$ cat src/rtl/mux2_rr_arbiter_pkg.sv
// Shared constants for the round-robin mux arbiter.
// State encodings, select values and default hold limit.
package mux2_rr_arbiter_pkg;

  typedef enum logic [1:0] {
    ST_IDLE  = 2'd0,
    ST_GNT_A = 2'd1,
    ST_GNT_B = 2'd2
  } state_e;

  localparam logic SEL_A = 1'b0;
  localparam logic SEL_B = 1'b1;

  localparam int MAX_HOLD_DEF = 4;
  localparam int CNT_W_DEF    = 4;

endpackage

$ cat src/rtl/mux2_rr_arbiter_if.sv
// Request/data/grant bundle between requesters and the arbiter.
// master: requesters (req_a/b, x_a/b); slave: arbiter (gnt_a/b, sel,
// m, valid, plus cnt_a/cnt_b when ARB_GRANT_CNT_EN is defined).
interface mux2_rr_arbiter_if;

  logic       req_a;
  logic       req_b;
  logic [1:0] x_a;
  logic [1:0] x_b;
  logic       gnt_a;
  logic       gnt_b;
  logic       sel;
  logic [1:0] m;
  logic       valid;
`ifdef ARB_GRANT_CNT_EN
  logic [7:0] cnt_a;
  logic [7:0] cnt_b;
`endif

  modport master (
    output req_a, req_b, x_a, x_b,
`ifdef ARB_GRANT_CNT_EN
    input  cnt_a, cnt_b,
`endif
    input  gnt_a, gnt_b, sel, m, valid
  );

  modport slave (
    input  req_a, req_b, x_a, x_b,
`ifdef ARB_GRANT_CNT_EN
    output cnt_a, cnt_b,
`endif
    output gnt_a, gnt_b, sel, m, valid
  );

endinterface

$ cat src/rtl/mux2_rr_arbiter_mux2to1_2bit.sv
// 2-bit 2:1 mux: s=0 passes x, s=1 passes y.
// Ports: x, y (2-bit data), s (select), m (2-bit out).
module mux2to1_2bit (
  input  logic [1:0] x,
  input  logic [1:0] y,
  input  logic       s,
  output logic [1:0] m
);

  assign m = s ? y : x;

endmodule

$ cat src/rtl/mux2_rr_arbiter.sv
// Round-robin arbiter sharing a 2-bit mux between requesters A and B.
// Ports: clock, reset (sync, active-high), bus (slave modport).
// Optional grant counters enabled by ARB_GRANT_CNT_EN.
module mux2_rr_arbiter
  import mux2_rr_arbiter_pkg::*;
#(
  parameter int MAX_HOLD = MAX_HOLD_DEF,
  parameter int CNT_W    = CNT_W_DEF
) (
  input  logic               clock,
  input  logic               reset,
  mux2_rr_arbiter_if.slave   bus
);

  state_e           state_q, state_d;
  logic [CNT_W-1:0] cnt_q, cnt_d;
  logic             last_q, last_d;
  logic             sel_q, sel_d;
  logic             entry_a, entry_b;
  logic             hold_done;
  logic [1:0]       mux_m;

  assign hold_done =
    (cnt_q >= CNT_W'(MAX_HOLD - 1));

  always_comb begin
    state_d = state_q;
    cnt_d   = cnt_q;
    last_d  = last_q;
    sel_d   = sel_q;
    entry_a = 1'b0;
    entry_b = 1'b0;
    unique case (state_q)
      ST_IDLE: begin
        cnt_d = '0;
        // Tie goes to whoever was not served last
        if (bus.req_a &&
            (!bus.req_b || last_q == SEL_B))
          entry_a = 1'b1;
        else if (bus.req_b)
          entry_b = 1'b1;
      end
      ST_GNT_A: begin
        if (bus.req_a && !hold_done)
          cnt_d = cnt_q + CNT_W'(1);
        else if (bus.req_b)
          entry_b = 1'b1;
        else if (bus.req_a)
          entry_a = 1'b1;
        else begin
          state_d = ST_IDLE;
          cnt_d   = '0;
        end
      end
      ST_GNT_B: begin
        if (bus.req_b && !hold_done)
          cnt_d = cnt_q + CNT_W'(1);
        else if (bus.req_a)
          entry_a = 1'b1;
        else if (bus.req_b)
          entry_b = 1'b1;
        else begin
          state_d = ST_IDLE;
          cnt_d   = '0;
        end
      end
      default: begin
        state_d = ST_IDLE;
        cnt_d   = '0;
      end
    endcase
    if (entry_a) begin
      state_d = ST_GNT_A;
      cnt_d   = '0;
      last_d  = SEL_A;
      sel_d   = SEL_A;
    end
    if (entry_b) begin
      state_d = ST_GNT_B;
      cnt_d   = '0;
      last_d  = SEL_B;
      sel_d   = SEL_B;
    end
  end

  always_ff @(posedge clock) begin
    if (reset) begin
      state_q <= ST_IDLE;
      cnt_q   <= '0;
      last_q  <= SEL_B;
      sel_q   <= SEL_A;
    end else begin
      state_q <= state_d;
      cnt_q   <= cnt_d;
      last_q  <= last_d;
      sel_q   <= sel_d;
    end
  end

  assign bus.gnt_a = (state_q == ST_GNT_A);
  assign bus.gnt_b = (state_q == ST_GNT_B);
  assign bus.valid = bus.gnt_a | bus.gnt_b;
  assign bus.sel   = sel_q;

  mux2to1_2bit u_mux (
    .x (bus.x_a),
    .y (bus.x_b),
    .s (sel_q),
    .m (mux_m)
  );

  assign bus.m = bus.valid ? mux_m : 2'b00;

`ifdef ARB_GRANT_CNT_EN
  logic [7:0] cnt_a_q, cnt_a_d;
  logic [7:0] cnt_b_q, cnt_b_d;

  always_comb begin
    cnt_a_d = cnt_a_q;
    cnt_b_d = cnt_b_q;
    if (entry_a && cnt_a_q != 8'hFF)
      cnt_a_d = cnt_a_q + 8'd1;
    if (entry_b && cnt_b_q != 8'hFF)
      cnt_b_d = cnt_b_q + 8'd1;
  end

  always_ff @(posedge clock) begin
    if (reset) begin
      cnt_a_q <= 8'd0;
      cnt_b_q <= 8'd0;
    end else begin
      cnt_a_q <= cnt_a_d;
      cnt_b_q <= cnt_b_d;
    end
  end

  assign bus.cnt_a = cnt_a_q;
  assign bus.cnt_b = cnt_b_q;
`endif

endmodule

$ cat src/flat_wrapper.sv
// flat-port wrapper written by rule: the top's interface ports become plain ports
module mux2_rr_arbiter_flat import mux2_rr_arbiter_pkg::*;
#(
  parameter int MAX_HOLD = MAX_HOLD_DEF,
  parameter int CNT_W    = CNT_W_DEF
)
  (clock, reset, bus_req_a, bus_req_b, bus_x_a, bus_x_b, bus_gnt_a, bus_gnt_b, bus_sel, bus_m, bus_valid);
  mux2_rr_arbiter_if bus_i ();
  input  logic clock;
  input  logic reset;
  input wire logic [$bits(bus_i.req_a)-1:0] bus_req_a;
  input wire logic [$bits(bus_i.req_b)-1:0] bus_req_b;
  input wire logic [$bits(bus_i.x_a)-1:0] bus_x_a;
  input wire logic [$bits(bus_i.x_b)-1:0] bus_x_b;
  output wire logic [$bits(bus_i.gnt_a)-1:0] bus_gnt_a;
  output wire logic [$bits(bus_i.gnt_b)-1:0] bus_gnt_b;
  output wire logic [$bits(bus_i.sel)-1:0] bus_sel;
  output wire logic [$bits(bus_i.m)-1:0] bus_m;
  output wire logic [$bits(bus_i.valid)-1:0] bus_valid;
  assign bus_i.req_a = bus_req_a;
  assign bus_i.req_b = bus_req_b;
  assign bus_i.x_a = bus_x_a;
  assign bus_i.x_b = bus_x_b;
  assign bus_gnt_a = bus_i.gnt_a;
  assign bus_gnt_b = bus_i.gnt_b;
  assign bus_sel = bus_i.sel;
  assign bus_m = bus_i.m;
  assign bus_valid = bus_i.valid;
  mux2_rr_arbiter #(.MAX_HOLD(MAX_HOLD), .CNT_W(CNT_W)) u_core (.clock(clock), .reset(reset), .bus(bus_i));
endmodule
$ cat config.mk
export PLATFORM = sky130hd
export DESIGN_NAME = mux2_rr_arbiter_flat
export DESIGN_NICKNAME = d
export VERILOG_FILES = /design/src/rtl/mux2_rr_arbiter_pkg.sv /design/src/rtl/mux2_rr_arbiter_if.sv /design/src/rtl/mux2_rr_arbiter_mux2to1_2bit.sv /design/src/rtl/mux2_rr_arbiter.sv /design/src/flat_wrapper.sv
export SDC_FILE = /design/constraint.sdc
export NUM_CORES = 1
export LEC_CHECK = 0
export CELL_PAD_IN_SITES_DETAIL_PLACEMENT = 1
export CELL_PAD_IN_SITES_GLOBAL_PLACEMENT = 1
export CORE_MARGIN = 4
export CORE_UTILIZATION = 35
export DETAILED_ROUTE_END_ITERATION = 16
export PLACE_DENSITY = 0.86
export SETUP_SLACK_MARGIN = 0.02
export SKIP_CTS_REPAIR_TIMING = 1
export SLEW_MARGIN = 15
export SYNTH_ARGS = -nofsm -noshare
export SYNTH_HDL_FRONTEND = slang
export SYNTH_SLANG_ARGS = --single-unit
$ cat constraint.sdc
create_clock -name clock -period 2.3 [get_ports clock]
set_clock_uncertainty 0.1 [all_clocks]
set_input_delay 0.345 -clock clock [delete_from_list [all_inputs] [get_ports clock]]
set_output_delay 0.345 -clock clock [all_outputs]
set_load 0.1 [all_outputs]
==> metrics, run 1 <==
status completed; post-synth cell types 31; Setup CP Type flip-flop to output pin; pwr dens 729.8 nW/µm²; Max-cap violations 0; first-pass GRT wire length ~2600 µm; placement-stage worst setup slack roughly 280 ps; All-Layer GR Usage 0.1373; highest clock rate 515.2 MHz; fin crit share 0.8439; Area Growth Syn to Fin 37.11%; clock root cell clkbuf_4; Die Height 49.30 µm; ANT nets after route 0; Routed wire per std cell around 15 µm; Hold Vio Cnt, Final 0; max_slew headroom 0.7178; Worst Tran Pin Value between 400 and 500 ps; Int Pwr roughly 330 µW; Synthesis Warnings 0; maximum fanout along the worst path 4; DIE AREA about 2400 µm²; Mapped Area 596.8 µm²; syn avg cell area slightly above 9 µm²; Net Sw Frac 0.4554; sequential share of power 0.270; CTS sink cnt 8; CTS tree built; Vias/cell approximately 5.6; num rows 14; multiplexer share of the synthesized area 0.05031; clock network power share 0.173; Critical Path RT roughly 1900 ps; number of synthesized register bits 8; Worst setup SP type flip-flop; unrepaired setup endpoints after global routing no; largest net degree at the start of global routing 10; WP data arrival around 1500 ps; Hold Crit Depth 2; Post-Synth Adder-Cell Area 0.1048; post-synth top area cell dfxtp_1; Final Cell Area approximately 800 µm²; vias in the first global route ~560; largest family of logic cells by synthesized area simple AND/OR/NAND/NOR gates; vias 541; Post-Synth Simple-Gate Area 0.3103; Switch Pwr 271.9 µW; total wire length 1499 µm; peak supply drop approximately 0.00040 V; Syn Nets 78; layout filler cell count 183; fin util 0.5249; RePlAce Congestion 0.8038; drt drc 0; area fraction in compound gates after synthesis 0.2474; HPWL Detailed approximately 1200 µm; gr ovfl total 0; Starting DRT DRC Count 2; crit path time final 1941 ps; Final nets 96; diode count 0; CTS buffer count 3; CP endpoint kind output pin; Max Transition Viols Final 0; Hold WC Path Type flip-flop to flip-flop; Reg2Reg Depth 6; H-tree Lvls 1; IO Port Bufs 13; Cell Area, Placed between 700 and 800 µm²; Seq/Total Area, Yosys 0.2683; initial antenna violation count 0; Logic pwr share 0.557; Yosys top cell area share 0.2683; Chip Width approximately 50 µm; Starting Density 0.3828; Clk Latency, worst-skew pair about 250 ps; clock-pin slew on the worst setup and hold paths approximately 50 ps; Final WS setup between 300 and 400 ps; CTS Buffer Depth 2; # IOs 14; fraction of layout instances using a drive strength above 1 0.2963; ranking of synthesized cells by area dfxtp_1 (27%), ha_1 (10%), nor4_2 (8.4%); P_leak approximately 0.3 nW; setup violators final 0; cells after synthesis 65; drt first pass iters 4; core box area 1559 µm²; Post-Route Setup TNS 0 ps; Post-Synth XOR/XNOR Area 0
worst max-delay path, cell delays in order (launching register included):
cell and delay (ps):
dfxtp_1 390, inv_1 90, ha_2 390, nor2b_4 190, buf_12 180
synthesized netlist by cell type:
cell type  n
or3_4      1
ha_1       5
o21ai_0    3
o21ai_2    1
nor2_1     1
o21a_1     1
a31oi_2    1
mux2i_1    3
a211o_1    1
a22oi_1    2
nand2_1    6
nand4_1    1
o22a_1     1
a31oi_1    1
inv_1      2
a211oi_1   1
o211ai_1   1
nor4_1     1
nor3_1     1
and2b_1    2
dfxtp_1    8
a21oi_1    2
nand3b_1   2
buf_1      1
nor4_2     4
o32ai_1    1
nand2b_1   3
a31o_2     1
o21bai_1   1
nor2b_1    5
o21a_4     1
sequential cells by signal, indices dropped and copies added (netlist names):
signal and count:
u_core.bus.sel 1, u_core.last_q 1, u_core.cnt_q 4, u_core.state_q 2
per-layer routing:
metal,GRT usage,vias up,part of all wire
met1,0.1670,252,0.47
met2,0.2188,7,0.49
met4,0.03791,0,0
met3,0.05810,0,0.039
li1,-,282,-
met5,0,-,0
area by class of cell:
class	count	area (µm²)	share of cell area
clock buffers	3	22.52	0.02752
repair buffers	14	160.2	0.1957
multi-input cells	54	447.9	0.5474
inverters	2	7.507	0.009174
flip-flops and latches	8	160.2	0.1957
well taps	16	20.02	0.02446
power groups by stage:
| stage | logic, mW | clock network [mW] | registers [mW] |
|---|---|---|---|
| after floorplan | 0.225 | 0 | 0.177 |
| after global placement | 0.326 | 0 | 0.164 |
| after detailed placement | 0.332 | 0 | 0.164 |
| after CTS | 0.334 | 0.108 | 0.161 |
| after global routing | 0.350 | 0.121 | 0.163 |
| final | 0.333 | 0.103 | 0.161 |
cell families after synthesis:
| family | Yosys count |
|---|---|
| AO/OA/AOI/OAI | 19 |
| multiplexers | 3 |
| buffers and inverters | 3 |
| adder cells (fa/ha/maj) | 5 |
| AND/OR/NAND/NOR | 27 |
| flip-flops | 8 |
stage by stage:
stage	std cells	hold WS (ps)	power (mW)
2_1_floorplan	65	342.5	0.4020
3_3_place_gp	94	363.9	0.4905
3_5_place_dp	94	367.6	0.4967
4_1_cts	97	377.3	0.6032
5_1_grt	97	399.4	0.6343
6_report	97	377.0	0.5972
layout by cell type (no fill, tap or decap), types with 2 or more instances in the layout:
cell type        instances
inv_1                    2
nor4_2                   4
ha_1                     2
clkbuf_4                 3
buf_12                   3
buf_4                    4
clkdlybuf4s50_1          7
nor2b_1                  3
dfxtp_1                  8
ha_2                     3
and2b_1                  2
nand3b_1                 2
a21oi_1                  2
nor2b_4                  2
mux2i_1                  3
a22oi_1                  2
nand2b_1                 3
o21ai_0                  3
nand2_1                  6
path summary, 6_finish.rpt:
path,endpoint,start,slack [ps]
min,u_core.cnt_q[3],u_core.cnt_q[3],380
min reg2reg,u_core.cnt_q[3],u_core.cnt_q[3],380
max reg2reg,u_core.last_q,u_core.state_q[0],470
max,bus_m[0],u_core.state_q[0],360
(Power assumes the default switching activity.)
==> run 2: changes to the inputs <==
Clock period 2.3 ns to 1.95 ns, I/O delays scaled along.
==> run 2 against run 1 <==
Core utilization increased by 5.5 points; first-iteration DRC count increased to 3.0 times the previous value; die area is the same; cell area is 11% higher; sequential power grew 17%; clock power rose by 19%; critical path depth increased by 2; worst hold slack better by 11 ps; register-to-register slack lost 290 ps; critical path type is now flip-flop to flip-flop.
==> metrics, run 2 (same netlist as run 1, synthesis figures left out) <==
Worst Tran Pin Value between 300 and 400 ps; diode count 0; worst reg2reg setup slack roughly 180 ps; status completed; Critical Path RT 2000 ps; max FFs per register 4; crit path time final roughly 1800 ps; Worst setup SP type flip-flop; vias 571; ANT nets after route 0; H-tree Lvls 1; clock root cell clkbuf_4; Starting Density 0.3828; smallest hold slack roughly 390 ps; CTS buffer count 3; max_slew headroom 0.7433; gr ovfl total 0; pwr dens ~840 nW/µm²; Area Growth Syn to Fin 51.57%; Hold Vio Cnt, Final 0; unrepaired setup endpoints after global routing no; num rows 14; Chip Width between 40 and 50 µm; slowest stage delay, CP 340 ps; Max-cap violations 0; maximum fanout along the worst path 9; drt first pass iters 3; most frequent cells in the layout clkdlybuf4s50_1 (7), dfxtp_1 (7), nand2_1 (6), buf_4 (6), buf_12 (5); # IOs 14; Vias/cell 5.653; Hold WC Path Type flip-flop to flip-flop; Die Height ~49 µm; Clk Latency, worst-skew pair 250 ps; Largest regs u_core.cnt_q x4, u_core.state_q x2; first-pass GRT wire length ~2800 µm; Setup CP Type flip-flop to flip-flop; total wire length between 1500 and 2000 µm; IO Port Bufs 13; fraction of layout instances using a drive strength above 1 0.3412; fin crit share 0.9052; initial antenna violation count 0; drt drc 0; HPWL Detailed approximately 1400 µm; Final Cell Area 904.6 µm²; P_leak between 0.3 and 0.4 nW; Cell Area, Placed 882.1 µm²; CTS sink cnt 8; RePlAce Congestion around 0.76; worst-path cell chain inv_1 -> ha_4 -> nor2b_1 -> o21ai_2 -> a31oi_2 -> o32ai_1; highest clock rate about 570 MHz; DIE AREA between 2000 and 2500 µm²; largest net degree at the start of global routing 10; CTS Buffer Depth 2; All-Layer GR Usage 0.1520; Starting DRT DRC Count 6; Max Transition Viols Final 0; WP data arrival between 1500 and 2000 ps; CP endpoint kind flip-flop; Slowest-stage cell, CP dfxtp_1; Routed wire per std cell around 16 µm; Post-Route Setup TNS 0 ps; largest register by flop count u_core.cnt_q; clock-pin slew on the worst setup and hold paths ~50 ps; setup violators final 0; core box area 1559 µm²; vias in the first global route 617; Final nets 100; Power Total 756.9 µW; fin util 0.5803; peak supply drop between 0.0004 and 0.0005 V; CTS tree built
## run 2: worst paths after layout
kind                     startpoint                end  cells after the start
hold / removal      u_core.cnt_q[3]    u_core.cnt_q[3]                      2
setup reg to reg  u_core.state_q[1]  u_core.state_q[1]                      6
hold reg to reg     u_core.cnt_q[3]    u_core.cnt_q[3]                      2
setup / recovery  u_core.state_q[1]  u_core.state_q[1]                      6
## run 2: power by group
part	internal (mW)	switching [mW]
registers	0.176	0.0114
clock network	0.0702	0.0531
logic	0.175	0.271
## run 2: layer usage
| layer | wire (µm) | track usage |
|---|---|---|
| met1 | 740 | 0.1801 |
| met3 | 49 | 0.03976 |
| met5 | 0 | 0 |
| met4 | 12 | 0.05213 |
| met2 | 805 | 0.2612 |
## run 2: worst max-delay path, delay by kind of cell, from the launching register on
| kind | cells | cell delay, ps |
|---|---|---|
| buf+inv | 1 | 110 |
| simple gates | 1 | 140 |
| compound gates | 3 | 760 |
| fa+ha+maj | 1 | 210 |
| flops | 1 | 340 |
## run 2: final cells by class
cell class,count,area (µm²)
inverters,2,7.507
clock buffers,3,22.52
flip-flops and latches,8,161.4
repair buffers,18,215.2
fillers,170,654.4
multi-input cells,54,478.0
well taps,16,20.02
## run 2: stage by stage
step / setup WS [ps] / std cells
2_1_floorplan: -30.97 / 65
3_3_place_gp: 34.93 / 98
3_5_place_dp: -66.67 / 98
4_1_cts: 170.8 / 101
5_1_grt: 57.74 / 101
6_report: 184.8 / 101
